File: config.mk
export PLATFORM = sky130hd
export DESIGN_NAME = id_control_pipe
export DESIGN_NICKNAME = d
export VERILOG_FILES = /design/src/rtl/riscv_pkg.sv /design/src/rtl/id_decode_comb.sv /design/src/rtl/id_control_pipe.sv
export SDC_FILE = /design/constraint.sdc
export NUM_CORES = 1
export LEC_CHECK = 0
export BUFFER_PORTS_ARGS = -buffer_cell sky130_fd_sc_hd__buf_4
export CAP_MARGIN = 20
export CORE_ASPECT_RATIO = 0.9
export CORE_MARGIN = 8
export CORE_UTILIZATION = 46
export CTS_BUF_LIST = sky130_fd_sc_hd__clkbuf_8
export DETAILED_ROUTE_END_ITERATION = 16
export PLACE_DENSITY = 0.79
export SLEW_MARGIN = 20
export SYNTH_ARGS = -nofsm -noshare
export SYNTH_HDL_FRONTEND = slang
export SYNTH_HIERARCHICAL = 1
export SYNTH_SLANG_ARGS = --single-unit
File: constraint.sdc
create_clock -name clk -period 2.6 [get_ports clk]
set_clock_uncertainty 0.2 [all_clocks]
set_input_delay 0.13 -clock clk [delete_from_list [all_inputs] [get_ports clk]]
set_output_delay 0.13 -clock clk [all_outputs]
set_load 0.01 [all_outputs]
File: src/rtl/riscv_pkg.sv
// RV32I(+M) decode constants, ALU codes and the ID/EX control bundle.
// Shared by the decode stage and anything downstream of it.
package riscv_pkg;

  localparam logic [6:0] OPC_LUI    = 7'b0110111;
  localparam logic [6:0] OPC_AUIPC  = 7'b0010111;
  localparam logic [6:0] OPC_JAL    = 7'b1101111;
  localparam logic [6:0] OPC_JALR   = 7'b1100111;
  localparam logic [6:0] OPC_BRANCH = 7'b1100011;
  localparam logic [6:0] OPC_LOAD   = 7'b0000011;
  localparam logic [6:0] OPC_STORE  = 7'b0100011;
  localparam logic [6:0] OPC_IMM    = 7'b0010011;
  localparam logic [6:0] OPC_OP     = 7'b0110011;

  localparam logic [6:0] F7_BASE = 7'b0000000;
  localparam logic [6:0] F7_ALT  = 7'b0100000;
  localparam logic [6:0] F7_MULD = 7'b0000001;

  typedef enum logic [3:0] {
    ALU_ADD  = 4'd0,
    ALU_SUB  = 4'd1,
    ALU_MUL  = 4'd2,
    ALU_AND  = 4'd3,
    ALU_OR   = 4'd4,
    ALU_XOR  = 4'd5,
    ALU_SLL  = 4'd6,
    ALU_SRL  = 4'd7,
    ALU_SLT  = 4'd8,
    ALU_SLTU = 4'd9,
    ALU_LUI  = 4'd10,
    ALU_SRA  = 4'd11
  } alu_op_e;

  localparam logic [1:0] SZ_WORD = 2'b00;
  localparam logic [1:0] SZ_HALF = 2'b01;
  localparam logic [1:0] SZ_BYTE = 2'b10;

  localparam logic [1:0] WB_ALU = 2'b00;
  localparam logic [1:0] WB_MEM = 2'b01;
  localparam logic [1:0] WB_PC4 = 2'b10;

  localparam logic [1:0] JMP_NONE = 2'b00;
  localparam logic [1:0] JMP_BR   = 2'b01;
  localparam logic [1:0] JMP_JAL  = 2'b10;
  localparam logic [1:0] JMP_JALR = 2'b11;

  typedef struct packed {
    logic       mem_read;
    logic       mem_write;
    logic       reg_write;
    logic       alu_src;
    logic       alu_src_a;
    logic [1:0] mem_to_reg;
    logic [1:0] jump;
    logic [2:0] br_f3;
    logic [1:0] inst_size;
    logic       load_unsigned;
    alu_op_e    alu_op;
    logic [4:0] rs1;
    logic [4:0] rs2;
    logic [4:0] rd;
    logic       illegal;
  } id_ex_t;

  function automatic alu_op_e f3_alu(
    input logic [2:0] f3
  );
    case (f3)
      3'b000:  return ALU_ADD;
      3'b001:  return ALU_SLL;
      3'b010:  return ALU_SLT;
      3'b011:  return ALU_SLTU;
      3'b100:  return ALU_XOR;
      3'b101:  return ALU_SRL;
      3'b110:  return ALU_OR;
      default: return ALU_AND;
    endcase
  endfunction

  function automatic logic [1:0] mem_size(
    input logic [1:0] f
  );
    case (f)
      2'b00:   return SZ_BYTE;
      2'b01:   return SZ_HALF;
      default: return SZ_WORD;
    endcase
  endfunction

endpackage

File: src/rtl/id_decode_comb.sv
// Purely combinational RV32I(+M) instruction decoder.
// Produces the control bundle plus register-use flags for hazard checks.
module id_decode_comb
  import riscv_pkg::*;
#(
  parameter bit M_EXT = 1'b0
) (
  input  logic [31:0] inst,
  output id_ex_t      ctrl,
  output logic        uses_rs1,
  output logic        uses_rs2
);

  logic [6:0] opc;
  logic [2:0] f3;
  logic [6:0] f7;
  logic       bad;

  assign opc = inst[6:0];
  assign f3  = inst[14:12];
  assign f7  = inst[31:25];

  assign uses_rs1 = !(opc == OPC_LUI ||
                      opc == OPC_AUIPC ||
                      opc == OPC_JAL);
  assign uses_rs2 = opc == OPC_OP ||
                    opc == OPC_STORE ||
                    opc == OPC_BRANCH;

  always_comb begin
    ctrl     = '0;
    bad      = 1'b0;
    ctrl.rs1 = inst[19:15];
    ctrl.rs2 = inst[24:20];
    ctrl.rd  = inst[11:7];
    unique case (1'b1)
      opc == OPC_LUI: begin
        ctrl.alu_op    = ALU_LUI;
        ctrl.alu_src   = 1'b1;
        ctrl.reg_write = 1'b1;
      end
      opc == OPC_AUIPC: begin
        ctrl.alu_src   = 1'b1;
        ctrl.alu_src_a = 1'b1;
        ctrl.reg_write = 1'b1;
      end
      opc == OPC_IMM: begin
        ctrl.alu_src   = 1'b1;
        ctrl.reg_write = 1'b1;
        ctrl.alu_op    = f3_alu(f3);
        if (f3 == 3'b001) begin
          bad = f7 != F7_BASE;
        end else if (f3 == 3'b101) begin
          if (f7 == F7_ALT) ctrl.alu_op = ALU_SRA;
          else bad = f7 != F7_BASE;
        end
      end
      opc == OPC_OP: begin
        ctrl.reg_write = 1'b1;
        case (f7)
          F7_BASE: ctrl.alu_op = f3_alu(f3);
          F7_ALT: begin
            if (f3 == 3'b000) ctrl.alu_op = ALU_SUB;
            else if (f3 == 3'b101) ctrl.alu_op = ALU_SRA;
            else bad = 1'b1;
          end
          F7_MULD: begin
            if (M_EXT && f3 == 3'b000) ctrl.alu_op = ALU_MUL;
            else bad = 1'b1;
          end
          default: bad = 1'b1;
        endcase
      end
      opc == OPC_LOAD: begin
        ctrl.mem_read      = 1'b1;
        ctrl.reg_write     = 1'b1;
        ctrl.mem_to_reg    = WB_MEM;
        ctrl.alu_src       = 1'b1;
        ctrl.inst_size     = mem_size(f3[1:0]);
        ctrl.load_unsigned = f3[2];
        bad = f3 == 3'b011 || f3 == 3'b110 || f3 == 3'b111;
      end
      opc == OPC_STORE: begin
        ctrl.mem_write = 1'b1;
        ctrl.alu_src   = 1'b1;
        ctrl.inst_size = mem_size(f3[1:0]);
        bad = f3 >= 3'b011;
      end
      opc == OPC_BRANCH: begin
        ctrl.alu_op = ALU_SUB;
        ctrl.jump   = JMP_BR;
        ctrl.br_f3  = f3;
      end
      opc == OPC_JAL: begin
        ctrl.jump       = JMP_JAL;
        ctrl.alu_src_a  = 1'b1;
        ctrl.reg_write  = 1'b1;
        ctrl.mem_to_reg = WB_PC4;
      end
      opc == OPC_JALR: begin
        ctrl.jump       = JMP_JALR;
        ctrl.alu_src    = 1'b1;
        ctrl.reg_write  = 1'b1;
        ctrl.mem_to_reg = WB_PC4;
      end
      default: bad = 1'b1;
    endcase
    // Illegal ops travel as inert bubbles that still carry their fields
    if (bad) begin
      ctrl         = '0;
      ctrl.rs1     = inst[19:15];
      ctrl.rs2     = inst[24:20];
      ctrl.rd      = inst[11:7];
      ctrl.illegal = 1'b1;
    end
  end

endmodule

File: src/rtl/id_control_pipe.sv
// ID stage: decode, load-use hazard stall, ID/EX register with
// valid/ready handshake, branch flush and saturating stall counter.
module id_control_pipe
  import riscv_pkg::*;
#(
  parameter int XLEN        = 32,
  parameter bit M_EXT       = 1'b0,
  parameter int STALL_CNT_W = 16
) (
  input  logic                   clk,
  input  logic                   reset,
  input  logic                   in_valid,
  output logic                   in_ready,
  input  logic [31:0]            inst,
  input  logic [XLEN-1:0]        pc,
  input  logic                   flush,
  input  logic [4:0]             ex_rd,
  input  logic                   ex_mem_read,
  output logic                   out_valid,
  input  logic                   out_ready,
  output logic                   mem_read,
  output logic                   mem_write,
  output logic                   reg_write,
  output logic                   alu_src,
  output logic                   alu_src_a,
  output logic [1:0]             mem_to_reg,
  output logic [1:0]             jump,
  output logic [2:0]             br_f3,
  output logic [1:0]             inst_size,
  output logic                   load_unsigned,
  output logic [3:0]             alu_op,
  output logic [4:0]             rs1,
  output logic [4:0]             rs2,
  output logic [4:0]             rd,
  output logic [XLEN-1:0]        pc_out,
  output logic                   illegal,
  output logic [STALL_CNT_W-1:0] stall_cnt
);

  localparam logic [STALL_CNT_W-1:0] CNT_ONE = 1;

  id_ex_t dec;
  id_ex_t q;
  logic   uses_rs1;
  logic   uses_rs2;
  logic   hazard;
  logic   accept;

  id_decode_comb #(
    .M_EXT(M_EXT)
  ) u_dec (
    .inst     (inst),
    .ctrl     (dec),
    .uses_rs1 (uses_rs1),
    .uses_rs2 (uses_rs2)
  );

  assign hazard = ex_mem_read && ex_rd != 5'd0 &&
                  ((uses_rs1 && ex_rd == dec.rs1) ||
                   (uses_rs2 && ex_rd == dec.rs2));
  assign in_ready = !hazard && (!out_valid || out_ready);
  assign accept   = in_valid && in_ready;

  always_ff @(posedge clk or posedge reset) begin
    if (reset) begin
      out_valid <= 1'b0;
      q         <= '0;
      pc_out    <= '0;
    end else begin
      if (flush) out_valid <= 1'b0;
      else if (accept) out_valid <= 1'b1;
      else if (out_ready) out_valid <= 1'b0;
      // A flushed accept never reaches the register
      if (accept && !flush) begin
        q      <= dec;
        pc_out <= pc;
      end
    end
  end

  always_ff @(posedge clk or posedge reset) begin
    if (reset) begin
      stall_cnt <= '0;
    end else if (in_valid && hazard && stall_cnt != '1) begin
      stall_cnt <= stall_cnt + CNT_ONE;
    end
  end

  assign mem_read      = q.mem_read;
  assign mem_write     = q.mem_write;
  assign reg_write     = q.reg_write;
  assign alu_src       = q.alu_src;
  assign alu_src_a     = q.alu_src_a;
  assign mem_to_reg    = q.mem_to_reg;
  assign jump          = q.jump;
  assign br_f3         = q.br_f3;
  assign inst_size     = q.inst_size;
  assign load_unsigned = q.load_unsigned;
  assign alu_op        = q.alu_op;
  assign rs1           = q.rs1;
  assign rs2           = q.rs2;
  assign rd            = q.rd;
  assign illegal       = q.illegal;

endmodule

* After elaboration in Yosys (flattened, before gate mapping)
Index checks and enable logic that the tools add are counted.
** Storage, ports and cells
- Bits in registers :: 84
- Latch bits :: 0
- Memory bits (writable) :: 0
- Bits in read-only memories :: 0
- Bits of input ports :: 75
- Memories kept :: 0
** Cells by class
- Add/sub/neg operators :: 1
- Multipliers :: 0
- Div/mod/pow operators :: 0
- $lt $le $gt $ge :: 1
- Eq/ne operators :: 21
- Shifts and indexed selects :: 0
- Multiplexer cells :: 30
- Bitwise operators :: 0
- Reductions and logical operators :: 33
** Operators by type and width (count)
- $mux 35 :: 1
- $eq 7x6->1 const B :: 4
- $pmux 4 s7 :: 1
- $eq 7x7->1 const B :: 3
- $mux 4 :: 5
- $add 16x1->16 const B :: 1
- $ne 16x16->1 const B :: 1
- $pmux 4 s4 :: 1
- $eq 7x5->1 const B :: 2
- $mux 1 :: 14
- $eq 3x3->1 const B :: 4
- $eq 5x5->1 :: 2
- $logic_and 1x1->1 :: 9
- $logic_or 1x1->1 :: 8
- $pmux 2 s2 :: 2
- $pmux 4 s2 :: 1
- $eq 7x2->1 const B :: 1
- $logic_not 7->1 :: 1
- $reduce_bool 7->1 :: 1
- $reduce_or 7->1 :: 1
- $eq 3x2->1 const B :: 2
- $pmux 2 s3 :: 1
- $reduce_or 2->1 :: 3
- $reduce_or 6->1 :: 1
- 13 further kinds :: 16

* Depth between registers and ports, before layout
Gate-level depths: netlist of run 1.
- Depth in word-level cells :: 16
- Gate-level depth with buffers :: 11

* Modules after synthesis
Netlist of run 1, hierarchy kept.
** Modules (own cells, without submodules)
- id_control_pipe :: instances 1, cells an instance 233, area each 3454.6 µm², seq. area each 2102.0 µm²
- id_decode_comb :: instances 1, cells an instance 107, area each 661.9 µm², seq. area each 0.0 µm²

* Worst setup path after synthesis of run 1
Ideal clock, no wire load.
- Kind :: input -> register
- Start point :: input port inst[6]
- End point :: register q, in the netlist alu_op[0]
- Setup time :: 127 ps
- Arrival time :: 2236 ps
- Required time :: 2273 ps
- Setup slack :: 37 ps
- Stages on the path :: 11
- Cell sequence :: clkbuf_1 -> nand3b_1 -> nor2_1 -> o21ai_0 -> and2_0 -> a32oi_1 -> o21ai_1 -> nor3b_4 -> buf_6 -> buf_8 -> mux2_1
** On the way
- Word-level cells in the longest chain between the ends :: 11
** Ends and longest elaborated chain
- start, declared :: RTL line id_control_pipe.sv:14 : input logic [31:0] inst,
- $eq 7x6->1 / $eq 7x5->1 (equally long branches) :: RTL line id_decode_comb.sv:23, id_decode_comb.sv:24
- $logic_or 1x1->1 :: RTL line id_decode_comb.sv:23 : assign uses_rs1 = !(opc == OPC_LUI ||
- $logic_or 1x1->1 (*) :: RTL line id_decode_comb.sv:24 : opc == OPC_AUIPC ||
- $logic_not 1->1 (*) :: RTL line id_decode_comb.sv:23
- via uses_rs1 :: RTL line id_control_pipe.sv:44 : logic uses_rs1;
- $logic_and 1x1->1 (*) :: RTL line id_control_pipe.sv:59 : ((uses_rs1 && ex_rd == dec.rs1) ||
- $logic_or 1x1->1 (*) :: RTL line id_control_pipe.sv:59
- $logic_and 1x1->1 (*) :: RTL line id_control_pipe.sv:58 : assign hazard = ex_mem_read && ex_rd != 5'd0 &&
- $logic_not 1->1 (*) :: RTL line id_control_pipe.sv:61 : assign in_ready = !hazard && (!out_valid || out_ready);
- $logic_and 1x1->1 (*) :: RTL line id_control_pipe.sv:61
- $logic_and 1x1->1 (*) :: RTL line id_control_pipe.sv:62 : assign accept = in_valid && in_ready;
- $logic_and 1x1->1 (*) :: RTL line id_control_pipe.sv:74 : if (accept && !flush) begin
- end signal, assigned :: RTL line id_control_pipe.sv:67 : q <= '0;
- end signal, assigned :: RTL line id_control_pipe.sv:75 : q <= dec;
- end, declared :: RTL line id_control_pipe.sv:43 : id_ex_t q;
Mark *: on every way through the listed nets, which the timed path passes. The rest lies on a longest branch.
A chain may end at the register's enable or synchronous reset.

* Worst setup path after layout of run 1
- Start point :: input port inst[23]
- End point :: register pc_out[27]
** On the way
- Word-level cells in the longest chain between the ends :: 9
** Ends and longest elaborated chain
- $mux 35 :: RTL line id_decode_comb.sv:109 : if (bad) begin
- $eq 5x5->1 :: RTL line id_control_pipe.sv:60 : (uses_rs2 && ex_rd == dec.rs2));
- $logic_and 1x1->1 :: RTL line id_control_pipe.sv:60
- $logic_or 1x1->1 :: RTL line id_control_pipe.sv:59
- $logic_and 1x1->1 :: RTL line id_control_pipe.sv:58
- $logic_not 1->1 :: RTL line id_control_pipe.sv:61
- $logic_and 1x1->1 :: RTL line id_control_pipe.sv:61
- $logic_and 1x1->1 :: RTL line id_control_pipe.sv:62
- $logic_and 1x1->1 :: RTL line id_control_pipe.sv:74
- end signal, assigned :: RTL line id_control_pipe.sv:76 : pc_out <= pc;
- end, declared :: RTL line id_control_pipe.sv:35 : output logic [XLEN-1:0] pc_out,
Every way passes these cells.

==> impl_metrics.tcl, run 1 <==
set metrics [dict create \
    core_area_mm2 0.00865 \
    syn_inst 340 \
    worst_hold_slack_ns 0.0366 \
    synth_area_leaders "dfrtp_1, mux2_2, mux2_1" \
    yosysMostFrequentCell "dfrtp_1" \
    slew_violations 0 \
    clk_path_buf_depth 2 \
    htreeDepth 3 \
    largest_reg_flops 32 \
    crit_type "in -> reg" \
    p_clk_frac 0.284 \
    die_width_um 116 \
    final_nets 619 \
    min_path_cells 4 \
    synth.avg_cell_area_um2 12.1 \
    swShare 0.273 \
    crit_chain "dlygate4sd3_1, buf_4, xor2_1, nor4_1, a32oi_1, o21ai_1, nor3b_4, buf_12, mux2_1" \
    fin_cells 666 \
    vias_per_cell 5.09 \
    startpoint_type "primary input" \
    grt_first_pass_wirelength_um 19200 \
    crit_buf_inv 3 \
    end_kind "flip-flop" \
    synth-edff-count 0 \
    p_total_mw 3.25 \
    comb_power_share 0.242 \
    max_stage_delay_ns 0.55 \
    cts_tree "built" \
    placed_area_mm2 0.00535 \
    top_register "pc_out" \
    async_flop_share 1.00 \
    worst_slack_ns 0.186 \
    insertion_delay_ns 0.35 \
    holdCritStartpoint "inst[0]" \
    switching_power_mw 0.888 \
    worstMarginPinSlew_ns 0.710 \
    port_buffers 159 \
    post-route-cell-area_mm2 0.00607 \
    power.density_mw_per_mm2 536 \
    r2r_setup_slack_ns 0.29 \
    start_util 0.476 \
    yosysTopAreaCell "dfrtp_1" \
    drt.antenna.violating_nets 0 \
    cts_hold_buf 53 \
    rows 32 \
    antenna_found_initial 0 \
    fin_setup_tns_ns 0 \
    clock_sinks 84 \
    yosysWarnings 6 \
    crit_required_ns 2.62 \
    diodes 0 \
    leakage_nw 2.84 \
    grt_pass1_vias 3706 \
    reg_top3 "pc_out (32), stall_cnt (16)" \
    detail_route.wl_per_cell_um 18.1 \
    vias 3393 \
    grt_max_degree 47 \
    ys_seq_elements 84 \
    postCtsResizedCells 0 \
    min_period_ns 2.41 \
    dr.pass1.iters 4 \
    setup_violations 0 \
    numCtsBuffers 9 \
    die_h_um 106 \
    status "finished clean" \
    clk_pin_slew_ns 0.08 \
    drive_gt1_frac 0.422 \
    cts_root_buf "clkbuf_8" \
    arrival_ns 2.43 \
    finalCritPeriodShare 0.928 \
    io_pins 160 \
    place.detailed.hpwl_um 8400 \
    overflow 0 \
    synth_area_mm2 0.00412 \
    cpLargestDelayFamily "buffers and inverters" \
    rsz0062_at_grt "no" \
    synth_top_area_share 0.511 \
    place.gp.congestion 0.934 \
    crit_fanout 37 \
    vdd.ir_drop.worst_v 0.000359 \
    yosys-top-cells-count "dfrtp_1, mux2_2, mux2_1" \
    wl_um 12000 \
    drcViolationCount 0 \
    slew_headroom 0.526 \
    reg2reg_to "stall_cnt[5]" \
    area_growth_syn_to_layout_pct 47.4 \
    grt_usage 0.197 \
    pre_cts_ws_ns 0.171 \
    post_cts_buffers 0 \
    die_area_mm2 0.0122 \
    synth-seq-area-share 0.511 \
    synth_cell_type_count 54 \
    finalHoldViolations 0 \
    whs_endpoint "mem_to_reg[1]" \
    syn_nets 416 \
    hold_class "in -> reg" \
    reg2reg_depth 6 \
    cap_violations 0 \
    slowest_stage "dlygate4sd3_1" \
    ys.flop_type "dfrtp_1" \
    seq_power_share 0.474 \
    worst_r2r_startpoint "stall_cnt[0]" \
    p_int_mw 2.37 \
    placed_cells 598 \
    fmax_mhz 414 \
    post-route-util 0.702 \
    drt_iter0_markers 215 \
]
## cell usage in the layout, fill, tap and decap left out, types with 4 or more instances in the layout
cell | Yosys | final
buf_4 | 20 | 167
clkbuf_8 | 0 | 10
dfrtp_1 | 84 | 84
dlygate4sd3_1 | 0 | 53
inv_1 | 6 | 6
mux2_1 | 30 | 30
mux2_2 | 39 | 39
nand2_1 | 14 | 14
nand2b_1 | 4 | 4
nand3_1 | 10 | 10
nand4_1 | 7 | 7
nor2_1 | 23 | 23
nor3_1 | 10 | 10
nor4_1 | 4 | 4
o21ai_0 | 5 | 5
xnor2_1 | 13 | 13
xor2_1 | 12 | 12
## power by group through the flow
stage	combinational, mW	clock [mW]	sequential, mW
after floorplan	0.263	0	1.63
after global placement	0.703	0	1.56
after detailed placement	0.721	0	1.56
after CTS	0.789	0.959	1.54
after global routing	0.849	1.01	1.57
final	0.788	0.923	1.54
## worst reg2reg max path, stage by stage, from the launching register on
cell and delay, ns:
dfrtp_1 0.45, ha_1 0.24, nand3_1 0.11, nor3_1 0.08, a211o_1 0.33, or4b_2 0.65
xnor2_1 0.14
## cell type report
cell class / instances / area, µm²
fillers: 655 / 2580
flip-flops and latches: 84 / 2100
repair buffers: 223 / 1840
multi-input cells: 219 / 1760
well taps: 119 / 149
clock buffers: 10 / 138
clock inverters: 5 / 53.8
inverters: 6 / 23.8
## metal layers
layer / vias to the layer above / wire (µm) / global-route usage / part of all wire
met5: - / 0 / 0 / 0
met4: 0 / 317 / 0.0842 / 0.026
met3: 21 / 958 / 0.0548 / 0.080
met2: 147 / 5950 / 0.326 / 0.49
met1: 1626 / 4800 / 0.236 / 0.40
li1: 1599 / - / - / -
## cells by family (layout without fill, tap and decap cells)
| group | count (synthesis) | count (layout) | share of synthesized area |
|---|---|---|---|
| AOI/OAI and AO/OA | 29 | 29 | 0.0562 |
| and+or+nand+nor | 95 | 95 | 0.126 |
| adders and majority gates | 1 | 1 | 0.00304 |
| DFF | 84 | 84 | 0.511 |
| buffers and inverters | 37 | 244 | 0.0626 |
| muxes | 69 | 69 | 0.189 |
| xor gates and xnor gates | 25 | 25 | 0.0532 |
## worst max path at each step
stage / endpoint / slack (ns) / cells past startpoint / startpoint
floorplan: alu_op[0] / 0.04 / 11 / inst[6]
global placement: mem_read / 0.22 / 10 / inst[4]
detailed placement: pc_out[9] / 0.17 / 10 / inst[4]
CTS: stall_cnt[5] / 0.23 / 8 / inst[23]
global route: pc_out[27] / 0.10 / 9 / inst[23]
finish: pc_out[27] / 0.19 / 9 / inst[23]
(Power assumes the default switching activity.)
==> run 2, diff against run 1 <==
--- a/config.mk
+++ b/config.mk
@@ -5,16 +5,16 @@
 export SDC_FILE = /design/constraint.sdc
 export NUM_CORES = 1
 export LEC_CHECK = 0
+export ABC_AREA = 1
 export BUFFER_PORTS_ARGS = -buffer_cell sky130_fd_sc_hd__buf_4
 export CAP_MARGIN = 20
 export CORE_ASPECT_RATIO = 0.9
 export CORE_MARGIN = 8
-export CORE_UTILIZATION = 46
+export CORE_UTILIZATION = 47
 export CTS_BUF_LIST = sky130_fd_sc_hd__clkbuf_8
 export DETAILED_ROUTE_END_ITERATION = 16
 export PLACE_DENSITY = 0.79
 export SLEW_MARGIN = 20
 export SYNTH_ARGS = -nofsm -noshare
 export SYNTH_HDL_FRONTEND = slang
-export SYNTH_HIERARCHICAL = 1
 export SYNTH_SLANG_ARGS = --single-unit
==> run 2 against run 1 <==
Clock power grew 11%. Flip-flop and latch count shrank 1. Critical path depth increased by 2. Critical endpoint is now in_ready. Fmax is 0.43% lower. First-iteration DRC count up 19%. Count of clock-buffer cells in the layout is 1 lower.
==> impl_metrics.tcl, run 2 <==
set metrics [dict create \
    synth-edff-count 0 \
    slew_violations 0 \
    drive_gt1_frac 0.318 \
    finalHoldViolations 0 \
    reg2reg_depth 11 \
    overflow 0 \
    place.detailed.hpwl_um 9520 \
    grt_pass1_vias 4602 \
    yosysTopAreaCell "dfrtp_1" \
    crit_buf_inv 5 \
    syn_nets 649 \
    die_area_mm2 0.0130 \
    io_pins 160 \
    drt.antenna.violating_nets 0 \
    antenna_found_initial 0 \
    cap_violations 0 \
    numCtsBuffers 9 \
    power.density_mw_per_mm2 531 \
    vdd.ir_drop.worst_v 0.000321 \
    slowest_stage "dlygate4sd3_1" \
    detail_route.wl_per_cell_um 15.0 \
    layout_commonest_cell "nand2_1" \
    vias_per_cell 5.02 \
    vias 4582 \
    grt_max_degree 48 \
    max_stage_delay_ns 0.54 \
    clk_pin_slew_ns 0.09 \
    final_nets 856 \
    hold_class "in -> reg" \
    async_flop_share 1.00 \
    core_area_mm2 0.00949 \
    synth-seq-area-share 0.460 \
    fin_setup_tns_ns 0 \
    regArea_mm2 0.00208 \
    cts_root_buf "clkbuf_8" \
    rows 34 \
    fmax_mhz 412 \
    final_cell_mix "nand2_1, buf_4, dfrtp_1, nand3_1, dlygate4sd3_1" \
    syn_inst 573 \
    cpMostUsedCell "buf_4" \
    clk_path_buf_depth 2 \
    placed_area_mm2 0.00573 \
    reg_top3 "pc_out (32), stall_cnt (16)" \
    grt_first_pass_wirelength_um 21900 \
    leakage_nw 3.50 \
    cp.depth 11 \
    ys_seq_elements 83 \
    place.gp.congestion 0.918 \
    crit_chain "dlygate4sd3_1, buf_4, inv_1, nand3_1, a21oi_1, nor2_1, nand2_2, nand2_4, a21boi_4, buf_4, buf_4" \
    insertion_delay_ns 0.35 \
    min_period_ns 2.42 \
    postCtsResizedCells 0 \
    die_width_um 119 \
    post-route-cell-area_mm2 0.00650 \
    crit_fanout 42 \
    rsz0062_at_grt "no" \
    area_growth_syn_to_layout_pct 44.0 \
    drt_iter0_markers 256 \
    setup_violations 0 \
    top_register "pc_out" \
    yosysWarnings 0 \
    synth_cell_type_count 28 \
    largest_reg_flops 32 \
    htreeDepth 3 \
    arrival_ns 2.09 \
    start_util 0.476 \
    cts_tree "built" \
    clock_sinks 83 \
    n_fill_cell 761 \
    die_h_um 109 \
    dr.pass1.iters 7 \
    multiInputGateArea_mm2 0.00206 \
    worstMarginPinSlew_ns 0.676 \
    synth_area_mm2 0.00451 \
    finalCritPeriodShare 0.932 \
    synth_top_area_share 0.460 \
    crit_required_ns 2.27 \
    ys.flop_type "dfrtp_1" \
    status "finished clean" \
    min_path_cells 5 \
    synth.avg_cell_area_um2 7.88 \
    synth_area_leaders "dfrtp_1, nand2_1, nand3_1" \
    wl_um 13700 \
    yosysMostFrequentCell "nand2_1" \
    port_buffers 159 \
    drcViolationCount 0 \
    yosys-top-cells-count "nand2_1, dfrtp_1, nand3_1" \
    cpLargestDelayFamily "buffers and inverters" \
    crit_type "in -> out" \
    startpoint_type "primary input" \
    grt_usage 0.205 \
    end_kind "output pin" \
    slew_headroom 0.548 \
]
-- run 2: cell count changes after synthesis, sizes merged, moves of 7 or more --
| cell | previous run | this run |
|---|---|---|
| xnor2 | 13 | 5 |
| o21ai | 7 | 37 |
| mux2 | 69 | 0 |
| inv | 6 | 47 |
| nand2 | 14 | 232 |
| nand3 | 10 | 67 |
| buf | 26 | 19 |
| nor2 | 23 | 46 |
-- run 2: routing by layer --
| metal | wire length (µm) | global-route usage | up-vias |
|---|---|---|---|
| met2 | 6730 | 0.347 | 184 |
| met4 | 413 | 0.0873 | 0 |
| li1 | - | - | 2221 |
| met3 | 853 | 0.0543 | 31 |
| met5 | 0 | 0 | - |
| met1 | 5700 | 0.245 | 2146 |
-- run 2: layout make-up --
cell class	instances	share of cell area
sequential	83	0.320
tap	126	0.0243
inverter	47	0.0273
timing repair buffer	219	0.278
clock buffer	9	0.0191
multi-input combinational	420	0.317
clock inverter	7	0.0144
antenna	2	0.000770
-- run 2: worst paths after layout --
kind | startpoint | slack [ns] | to
setup / recovery | inst[5] | 0.18 | in_ready
hold / removal | in_valid | 0.03 | stall_cnt[0]
setup reg to reg | stall_cnt[0] | 0.37 | stall_cnt[12]
hold reg to reg | pc_out[9] | 0.29 | pc_out[9]
max in group asynchronous | reset | 1.32 | alu_op[2]
min in group asynchronous | reset | 0.21 | pc_out[29]
-- run 2: stage by stage --
step | hold WS [ns] | std cells | util | power, mW | setup WS, ns
global route | 0.0574 | 911 | 0.684 | 3.63 | 0.0288
detailed placement | 0.0500 | 841 | 0.604 | 2.38 | 0.417
finish | 0.0299 | 913 | 0.685 | 3.45 | 0.176
CTS | 0.0229 | 911 | 0.684 | 3.47 | 0.181
floorplan | 0.0247 | 573 | - | 1.95 | 0.133
global placement | 0.0383 | 841 | 0.604 | 2.35 | 0.498
-- run 2: what timing repair did --
item / 4_1_cts / 5_1_grt
buffers inserted: 0 / 0
setup endpoints to repair: 0 / 0
hold endpoints to repair: 90 / 0
hold buffers: 54 / 0
-- run 2: cell families after synthesis --
group	Yosys count	synth area share
AND/OR/NAND/NOR	359	0.349
flip-flops	83	0.460
buffers and inverters	70	0.0854
AO/OA/AOI/OAI	45	0.0735
XOR/XNOR	15	0.0291
adder cells (fa/ha/maj)	1	0.00277
-- run 2: report_power, final --
group          internal (mW)  switching (mW)
Sequential              1.44           0.117
Combinational          0.433           0.439
Clock                  0.540           0.482
-- run 2: worst register-to-register path: stages, from the launching register on --
cell and delay, ns:
dfrtp_1 0.46, ha_1 0.26, inv_1 0.09, nor2_2 0.06
nand2_1 0.10, nor2_1 0.07, nand2_1 0.08, o21ai_2 0.07
nor2_4 0.36, inv_2 0.21, nand2_1 0.10, nand2_1 0.05
